$ cat src/rtl/rt_dispatch_pkg.sv
// Shared widths, channel/counter types and the round-robin pick helper for
// the multi-core ray dispatcher.
package rt_dispatch_pkg;

  localparam int unsigned RAY_WIDTH     = 192;
  localparam int unsigned RESULT_WIDTH  = 97;

  localparam int unsigned DEF_NUM_CH    = 4;
  localparam int unsigned DEF_ORD_DEPTH = 32;
  localparam int unsigned DEF_MAX_OUT   = 8;
  localparam int unsigned DEF_CH_W      = (DEF_NUM_CH > 1) ? $clog2(DEF_NUM_CH) : 1;
  localparam int unsigned DEF_OUT_W     = $clog2(DEF_MAX_OUT + 1);

  // Widest channel bank the pick helper can scan.
  localparam int unsigned MAX_CH        = 32;
  localparam int unsigned MAX_CH_W      = 5;

  typedef logic [DEF_CH_W-1:0]  ch_idx_t;
  typedef logic [DEF_OUT_W-1:0] out_cnt_t;

  // First eligible channel scanning upward from rr, wrapping at n.
  function automatic int unsigned rr_pick(input logic [MAX_CH-1:0] eligible,
                                          input int unsigned       rr,
                                          input int unsigned       n);
    int unsigned idx;
    logic        found;
    rr_pick = rr;
    found   = 1'b0;
    for (int unsigned k = 0; k < MAX_CH; k++) begin
      idx = rr + k;
      if (idx >= n) idx = idx - n;
      if (!found && (k < n) && eligible[idx[MAX_CH_W-1:0]]) begin
        found   = 1'b1;
        rr_pick = idx;
      end
    end
  endfunction

endpackage

$ cat src/rtl/rt_order_fifo.sv
// Synchronous FIFO recording the channel index of every in-flight ray in
// issue order; pointers carry an extra wrap bit so occupancy is a subtraction.
module rt_order_fifo #(
  parameter int unsigned W     = 2,
  parameter int unsigned DEPTH = 32
) (
  input  logic                     clk,
  input  logic                     arst,
  input  logic                     i_push,
  input  logic                     i_pop,
  input  logic [W-1:0]             i_din,
  output logic [W-1:0]             o_head_c,
  output logic                     o_full_n_c,
  output logic                     o_empty_n_c,
  output logic [$clog2(DEPTH):0]   o_count_c
);

  localparam int unsigned AW = $clog2(DEPTH);

  logic [W-1:0]  r_mem [DEPTH];
  logic [AW:0]   r_wptr;
  logic [AW:0]   r_rptr;
  logic          w_push;
  logic          w_pop;

  assign o_count_c   = r_wptr - r_rptr;
  assign o_full_n_c  = (o_count_c != (AW+1)'(DEPTH));
  assign o_empty_n_c = (r_wptr != r_rptr);
  assign o_head_c    = r_mem[r_rptr[AW-1:0]];
  assign w_push      = i_push && o_full_n_c;
  assign w_pop       = i_pop && o_empty_n_c;

  always_ff @(posedge clk or posedge arst) begin
    if (arst) begin
      r_wptr <= '0;
      r_rptr <= '0;
    end else begin
      if (w_push) r_wptr <= r_wptr + 1'b1;
      if (w_pop)  r_rptr <= r_rptr + 1'b1;
    end
  end

  // Storage needs no reset: entries are only read between the pointers.
  always_ff @(posedge clk) begin
    if (w_push) r_mem[r_wptr[AW-1:0]] <= i_din;
  end

endmodule

$ cat src/rtl/rt_multi_core_dispatch.sv
// Fans one ray stream out to NUM_CH rtcore channels round-robin and merges
// their results back into one stream in ray issue order.
module rt_multi_core_dispatch
  import rt_dispatch_pkg::*;
#(
  parameter int unsigned NUM_CH    = DEF_NUM_CH,
  parameter int unsigned ORD_DEPTH = DEF_ORD_DEPTH,
  parameter int unsigned MAX_OUT   = DEF_MAX_OUT
) (
  input  logic                             clk,
  input  logic                             arst,
  output logic                             ray_stream_full_n,
  input  logic                             ray_stream_write,
  input  logic [RAY_WIDTH-1:0]             ray_stream_din,
  output logic                             result_stream_empty_n,
  input  logic                             result_stream_read,
  output logic [RESULT_WIDTH-1:0]          result_stream_dout,
  input  logic [NUM_CH-1:0]                ch_ray_full_n,
  output logic [NUM_CH-1:0]                ch_ray_write,
  output logic [RAY_WIDTH-1:0]             ch_ray_din,
  input  logic [NUM_CH-1:0]                ch_result_empty_n,
  output logic [NUM_CH-1:0]                ch_result_read,
  input  logic [NUM_CH*RESULT_WIDTH-1:0]   ch_result_dout,
  output logic [$clog2(ORD_DEPTH):0]       inflight,
  output logic [31:0]                      issued_cnt,
  output logic [31:0]                      retired_cnt
);

  localparam int unsigned CH_W  = (NUM_CH > 1) ? $clog2(NUM_CH) : 1;
  localparam int unsigned OUT_W = $clog2(MAX_OUT + 1);

  logic [CH_W-1:0]   r_rr;
  logic [OUT_W-1:0]  r_out_cnt [NUM_CH];
  logic [31:0]       r_issued;
  logic [31:0]       r_retired;

  logic [MAX_CH-1:0] w_elig;
  logic [CH_W-1:0]   w_cand;
  logic [CH_W-1:0]   w_head;
  logic              w_fifo_full_n;
  logic              w_fifo_empty_n;
  logic              w_push;
  logic              w_pop;

  // Eligibility and dispatch/retire handshakes.
  always_comb begin
    w_elig = '0;
    for (int unsigned c = 0; c < NUM_CH; c++) begin
      w_elig[c] = ch_ray_full_n[c] && (r_out_cnt[c] < OUT_W'(MAX_OUT));
    end
    w_cand = CH_W'(rr_pick(w_elig, 32'(r_rr), NUM_CH));

    // Masked by arst so the FIFO/counter reset state cannot advertise space.
    ray_stream_full_n     = !arst && (|w_elig) && w_fifo_full_n;
    w_push                = ray_stream_write && ray_stream_full_n;
    ch_ray_write          = w_push ? (NUM_CH'(1) << w_cand) : '0;
    ch_ray_din            = ray_stream_din;

    result_stream_empty_n = w_fifo_empty_n && ch_result_empty_n[w_head];
    result_stream_dout    = ch_result_dout[w_head*RESULT_WIDTH +: RESULT_WIDTH];
    w_pop                 = result_stream_read && result_stream_empty_n;
    ch_result_read        = w_pop ? (NUM_CH'(1) << w_head) : '0;
  end

  rt_order_fifo #(
    .W     (CH_W),
    .DEPTH (ORD_DEPTH)
  ) u_order (
    .clk         (clk),
    .arst        (arst),
    .i_push      (w_push),
    .i_pop       (w_pop),
    .i_din       (w_cand),
    .o_head_c    (w_head),
    .o_full_n_c  (w_fifo_full_n),
    .o_empty_n_c (w_fifo_empty_n),
    .o_count_c   (inflight)
  );

  // Per-channel outstanding counts, round-robin pointer and totals.
  always_ff @(posedge clk or posedge arst) begin
    if (arst) begin
      for (int unsigned c = 0; c < NUM_CH; c++) r_out_cnt[c] <= '0;
      r_rr      <= '0;
      r_issued  <= '0;
      r_retired <= '0;
    end else begin
      for (int unsigned c = 0; c < NUM_CH; c++) begin
        if (ch_ray_write[c] && !ch_result_read[c])
          r_out_cnt[c] <= r_out_cnt[c] + 1'b1;
        else if (!ch_ray_write[c] && ch_result_read[c])
          r_out_cnt[c] <= r_out_cnt[c] - 1'b1;
      end
      if (w_push) begin
        r_rr     <= (w_cand == CH_W'(NUM_CH - 1)) ? '0 : w_cand + 1'b1;
        r_issued <= r_issued + 1'b1;
      end
      if (w_pop) r_retired <= r_retired + 1'b1;
    end
  end

  assign issued_cnt  = r_issued;
  assign retired_cnt = r_retired;

endmodule

$ cat config.mk
export PLATFORM = sky130hd
export DESIGN_NAME = rt_multi_core_dispatch
export DESIGN_NICKNAME = d
export VERILOG_FILES = /design/src/rtl/rt_dispatch_pkg.sv /design/src/rtl/rt_order_fifo.sv /design/src/rtl/rt_multi_core_dispatch.sv
export SDC_FILE = /design/constraint.sdc
export NUM_CORES = 1
export LEC_CHECK = 0
export CORE_AREA = 2 2 373 375
export DETAILED_ROUTE_END_ITERATION = 16
export DIE_AREA = 0 0 375 377
export PLACE_DENSITY = 0.37
export SYNTH_ARGS = -nofsm -noshare
export SYNTH_HDL_FRONTEND = slang
export SYNTH_SLANG_ARGS = --single-unit
$ cat constraint.sdc
create_clock -name clk -period 10.5 [get_ports clk]
set_input_delay 2.1 -clock clk [delete_from_list [all_inputs] [get_ports clk]]
set_output_delay 2.1 -clock clk [all_outputs]
set_load 0.1 [all_outputs]
======== Word level (Yosys, flattened, before mapping) ========
Memories as Yosys holds them, arrays and structs flattened.
Index checks and enable logic that the tools add are counted.
operators by class
  add/sub/neg operators ................... 21
  reductions and logical operators ........ 39
  mux-type cells .......................... 34
  magnitude comparators ................... 13
  equal/unequal tests ..................... 3
  multipliers ............................. 1
  shifts and indexed selects .............. 3
operators with widths
  cell                                                                   count
  388-bit by 10-bit indexed part select with 97-bit output               1
  32-bit by 1-bit adder with 32-bit output (second input constant)       2
  4-bit two-way mux                                                      10
  5-bit by 6-bit < comparator with 1-bit output (second input constant)  4
  1-bit logical AND                                                      22
  1-bit binary-select mux with 5-bit select                              4
  5-bit two-way mux                                                      4
  4-bit by 1-bit adder with 4-bit output (second input constant)         4
  4-bit < comparator (second input constant)                             4
  4-bit by 1-bit subtractor with 4-bit output (second input constant)    4
  6-bit by 1-bit adder with 6-bit output (second input constant)         2
  1-bit logical NOT                                                      12
  3-bit by 3-bit subtractor with 4-bit output (second input constant)    3
  1-bit two-way mux                                                      10
  2-bit two-way mux                                                      5
  3-bit >= comparator (second input constant)                            3
  2-bit by 7-bit multiplier with 9-bit output (second input constant)    1
  2-bit nonzero test                                                     4
  1-bit by 2-bit left shift with 4-bit output (first input constant)     2
  2-bit by 2-bit adder with 3-bit output (second input constant)         2
  6-bit inequality test                                                  1
  6-bit inequality test (second input constant)                          1
  6-bit subtractor                                                       1
  4-bit OR reduction                                                     1
  other kinds (7)                                                        7
word-level totals
  output and inout bits ................... 369
  memories kept ........................... 1
  logic and storage cells ................. 124
  memory bits (writable) .................. 64
  register bits after elaboration ......... 94
memory list
  memory         depth  width  read ports  clocked after memory_dff  write ports  line                 text
  u_order.r_mem  32     2      1           0                         1            rt_order_fifo.sv:20  logic [W-1:0] r_mem [DEPTH];

======== Depth between registers and ports, before layout ========
  depth in word-level cells ............... 20
  mapped depth ............................ 20
  mapped depth without buffers ............ 18

======== Cells and area by module ========
A second synthesis with hierarchy kept.
second synthesis, totals
  cells, all modules ...................... 964
  area total of the unflattened synthesis .. 11765.0 um2
modules (own cells, without submodules)
  module                  seq. area each (um2)  cells each  times used  area an instance (um2)
  rt_multi_core_dispatch  2052.0                734         1           8267.9
  rt_order_fifo           2222.1                230         1           3497.1

======== Least setup slack after synthesis ========
No wires, ideal clock.
  path kind ............................... in2out
  start ................................... in ch_result_empty_n[3]
  end ..................................... out ch_result_read[0]
  slack ................................... 2155 ps
  arrival ................................. 6245 ps
  stages .................................. 5
  path through ............................ inv_1 -> mux4_2 -> nor2_1 -> nand2_1 -> nor3_1
on the way
  longest elaborated chain between the ends .. 5
ends and longest elaborated chain
  what                                       line                          text
  start, declared                            rt_multi_core_dispatch.sv:21  input logic [NUM_CH-1:0] ch_result_empty_n,
  1-bit binary-select mux with 2-bit select  rt_multi_core_dispatch.sv:59  result_stream_empty_n = w_fifo_empty_n && ch_result_empty_n[w_head];
  1-bit two-way mux (implied by the code)    rt_multi_core_dispatch.sv:59
  1-bit logical AND                          rt_multi_core_dispatch.sv:59
  net result_stream_empty_n                  rt_multi_core_dispatch.sv:15  output logic result_stream_empty_n,
  1-bit logical AND                          rt_multi_core_dispatch.sv:61  w_pop = result_stream_read && result_stream_empty_n;
  4-bit two-way mux                          rt_multi_core_dispatch.sv:62  ch_result_read = w_pop ? (NUM_CH'(1) << w_head) : '0;
  end, declared                              rt_multi_core_dispatch.sv:22  output logic [NUM_CH-1:0] ch_result_read,
The timed path passes the listed nets, and every way through them passes these cells. The select of a mux whose other input is x is not followed.

======== Worst setup path in the final report ========
  start ................................... in ch_ray_full_n[1]
  end ..................................... out ch_ray_write[3]
on the way
  longest elaborated chain between the ends .. 15
  elaborated cells on any way between the ends .. 28
  classes of those cells .................. shift (1); mux (16); reduce/logical (11)
ends and longest elaborated chain
  what                                             line                          text
  start, declared                                  rt_multi_core_dispatch.sv:18  input logic [NUM_CH-1:0] ch_ray_full_n,
  1-bit logical AND (*)                            rt_multi_core_dispatch.sv:49  w_elig[c] = ch_ray_full_n[c] && (r_out_cnt[c] < OUT_W'(MAX_OUT));
  1-bit binary-select mux with 5-bit select        rt_dispatch_pkg.sv:32         if (!found && (k < n) && eligible[idx[MAX_CH_W-1:0]]) begin
  1-bit two-way mux (implied by the code)          rt_dispatch_pkg.sv:32
  1-bit two-way mux                                rt_dispatch_pkg.sv:32
  1-bit logical NOT                                rt_dispatch_pkg.sv:32
  1-bit logical AND                                rt_dispatch_pkg.sv:32
  1-bit two-way mux                                rt_dispatch_pkg.sv:32
  1-bit logical NOT                                rt_dispatch_pkg.sv:32
  1-bit logical AND                                rt_dispatch_pkg.sv:32
  1-bit two-way mux                                rt_dispatch_pkg.sv:32
  1-bit logical NOT                                rt_dispatch_pkg.sv:32
  1-bit logical AND                                rt_dispatch_pkg.sv:32
  2-bit two-way mux (*)                            rt_dispatch_pkg.sv:32
  net u_order.i_din[0]                             rt_order_fifo.sv:11           input logic [W-1:0] i_din,
  1-bit by 2-bit left shift with 4-bit output (*)  rt_multi_core_dispatch.sv:56  ch_ray_write = w_push ? (NUM_CH'(1) << w_cand) : '0;
  4-bit two-way mux (*)                            rt_multi_core_dispatch.sv:56
  end, declared                                    rt_multi_core_dispatch.sv:19  output logic [NUM_CH-1:0] ch_ray_write,
The timed path passes the listed nets; every way through them passes the cells marked *. The select of a mux whose other input is x is not followed.

==> metrics.cfg <==
[floorplan]
die_w_um=375
initial_core_util_pct=8.940
io_pins=961
coreArea_um2=137000
rows=136
die_y_um=377
dieArea_um2=141400

[global_route]
grt_pass1_wl_um=99890
use_met3_pct=6.856
grt_use_met2_pct=13.92
grt_pass1_vias=10920
antenna_found_initial=23
grt_usage_pct=10.34
grt.overflow.total=0
busiest_layer=met2
grt_max_degree=107
grt_util_met1_pct=12.44

[cts]
clock_path_buffers=2
htree_levels=4
cts_made_buffers=17
cts_setup_buffers=0
ctsRootBufferMaster=clkbuf_16
cts_resized=0
clkSlewWorstSetupHoldPaths_ns=0.07
cts_sinks=158
cts_tree=built
hold_buffers=0
clock_latency_ns=0.45

[detailed_routing]
wl_per_cell_um=22.49
drc=0
vias_per_cell=3.169
vias=10890
drt_wl_total_um=77290
drtAntennaViolNets=0
dr.first_iter.drc_count=435
drt-pass1-iter-count=5

[finish]
most-common-layout-cells=clkdlybuf4s50_1, a21oi_1, mux2i_1
area.growth.synth_to_final_pct=56.98
design_area_um2=19220
layout.nets=2252
regArea_um2=4274
layout_commonest_cell=clkdlybuf4s50_1
fill_cells=15550
drive_gt1_share_pct=6.105
multiInputGateArea_um2=6121

[placed_design]
dp_hpwl_um=65230
gp_congestion=0.8078
place_ws_ns=2.244
numPortBuffers=576
dpl_cell_area_um2=18630

[timing]
clock_skew_ns=0.02168
hold_viol=0
slew_headroom_pct=13.37
tightest_slew_ns=1.295
setup_viol=0
min_period_ns=8.208
setup_slack_ns=2.292
min_period_over_period_pct=78.17
rsz0062_at_grt=false
setup_tns_ns=0
slew_violations=0
fmax_ghz=0.1218

[logic_synthesis]
seq_area_frac_synth_pct=34.90
ys_seq_elements=158
synth_warnings=0
synthFlopType=dfrtp_1
synthArstFlopShare_pct=59.49
synth_edf_count=64
ys_types=47
syn_area_per_cell_um2=9.567
synthCells=1280
mappedNetlistArea_um2=12250
synth_nets=1907

[critical_path]
rrSetupSlack_ns=4.98
path_class=input port to output port
critPathRequiredTime_ns=8.40
arrival_ns=6.11
rr_endpoint=r_out_cnt[15]
endpoint_kind=output port
r2r-start=u_order.r_rptr[1]
worst-r2r-cell-count=17
critPathMaxFanout=34
worstSetupStartpointType=input port

[job]
maxCapViolations=0

[outcome]
status=complete, no violations

[min_path]
hold_end=issued_cnt[31]
whs_path_depth=1
worstHoldStart=issued_cnt[31]
hold_path.class=flip-flop to flip-flop

Yosys cell counts (16+ instances only):
master	instances	share of area (%)
nand2_1	47	1.4
mux2i_1	105	8.6
mux4_2	16	2.9
and3_1	26	1.3
nor2_1	57	1.7
ha_1	30	3.1
clkbuf_1	52	1.6
buf_2	16	0.65
nor2b_1	102	5.2
a211oi_1	99	6.1
inv_1	32	0.98
xor2_1	23	1.6
edfxtp_1	64	16
buf_4	194	12
a21oi_1	111	4.5
nand3_1	30	1.2
nand4_1	24	1.2
dfrtp_1	94	19
xnor2_1	69	4.9
worst max-delay path by stage:
stage | slack [ns] | endpoint | startpoint | cells past startpoint
3_3_place_gp | 2.23 | ch_ray_write[3] | ch_ray_full_n[3] | 12
3_5_place_dp | 2.24 | ch_ray_write[3] | ch_ray_full_n[1] | 12
5_1_grt | 1.88 | result_stream_dout[62] | u_order.r_rptr[1] | 9
4_1_cts | 2.08 | result_stream_dout[62] | u_order.r_rptr[1] | 9
2_1_floorplan | 2.15 | ch_result_read[0] | ch_result_empty_n[3] | 5
6_report | 2.29 | ch_ray_write[3] | ch_ray_full_n[1] | 12
area by class of cell:
class,instances,share of cell area [%]
tap,1794,11.68
inverter,32,0.6379
sequential,158,22.23
multi-input combinational,824,31.84
clock inverter,13,0.7420
clock buffer,19,2.304
timing repair buffer,592,30.50
antenna,5,0.06509
registers in the layout, indices dropped and copies added, names as in the netlist:
signal	flops
u_order.r_mem	64
issued_cnt	32
retired_cnt	32
r_out_cnt	16
u_order.r_rptr	6
u_order.r_wptr	6
r_rr	2
cell families after synthesis:
logic type                 Yosys count  share of synthesized area (%)
AOI/OAI and AO/OA                  238                          12.18
buffers and inverters              298                          15.43
DFF                                158                          34.90
adders and majority gates           36                          3.964
muxes                              130                          12.35
and+or+nand+nor                    328                          14.59
xor gates and xnor gates            92                          6.580
through the flow:
step / hold slack [ns] / std cells / utilization, %
floorplan: 0.4423 / 1280 / -
global placement: 0.4610 / 3400 / 13.60
detailed placement: 0.4577 / 3400 / 13.60
CTS: 0.4746 / 3432 / 14.02
global route: 0.5009 / 3433 / 14.03
finish: 0.4730 / 3437 / 14.03
layer usage:
metal / share of wire [%] / vias to the layer above
met2: 40 / 587
met4: 4.2 / 14
met3: 15 / 169
met1: 41 / 5088
li1: - / 5033
met5: 0.66 / -
worst max-delay path, cell delays in order:
cell and delay, ns:
clkdlybuf4s50_1 0.47, nor2b_1 0.26, mux2i_1 0.18, nor2_1 0.12
a21oi_1 0.05, a211oi_1 0.19, a21oi_1 0.08, xnor2_1 0.21
inv_1 0.81, ha_1 0.27, and2_1 0.17, clkdlybuf4s50_1 1.18
Power is not shown: default switching activity piles up to over one toggle a cycle in this logic, so the estimate is an artifact.
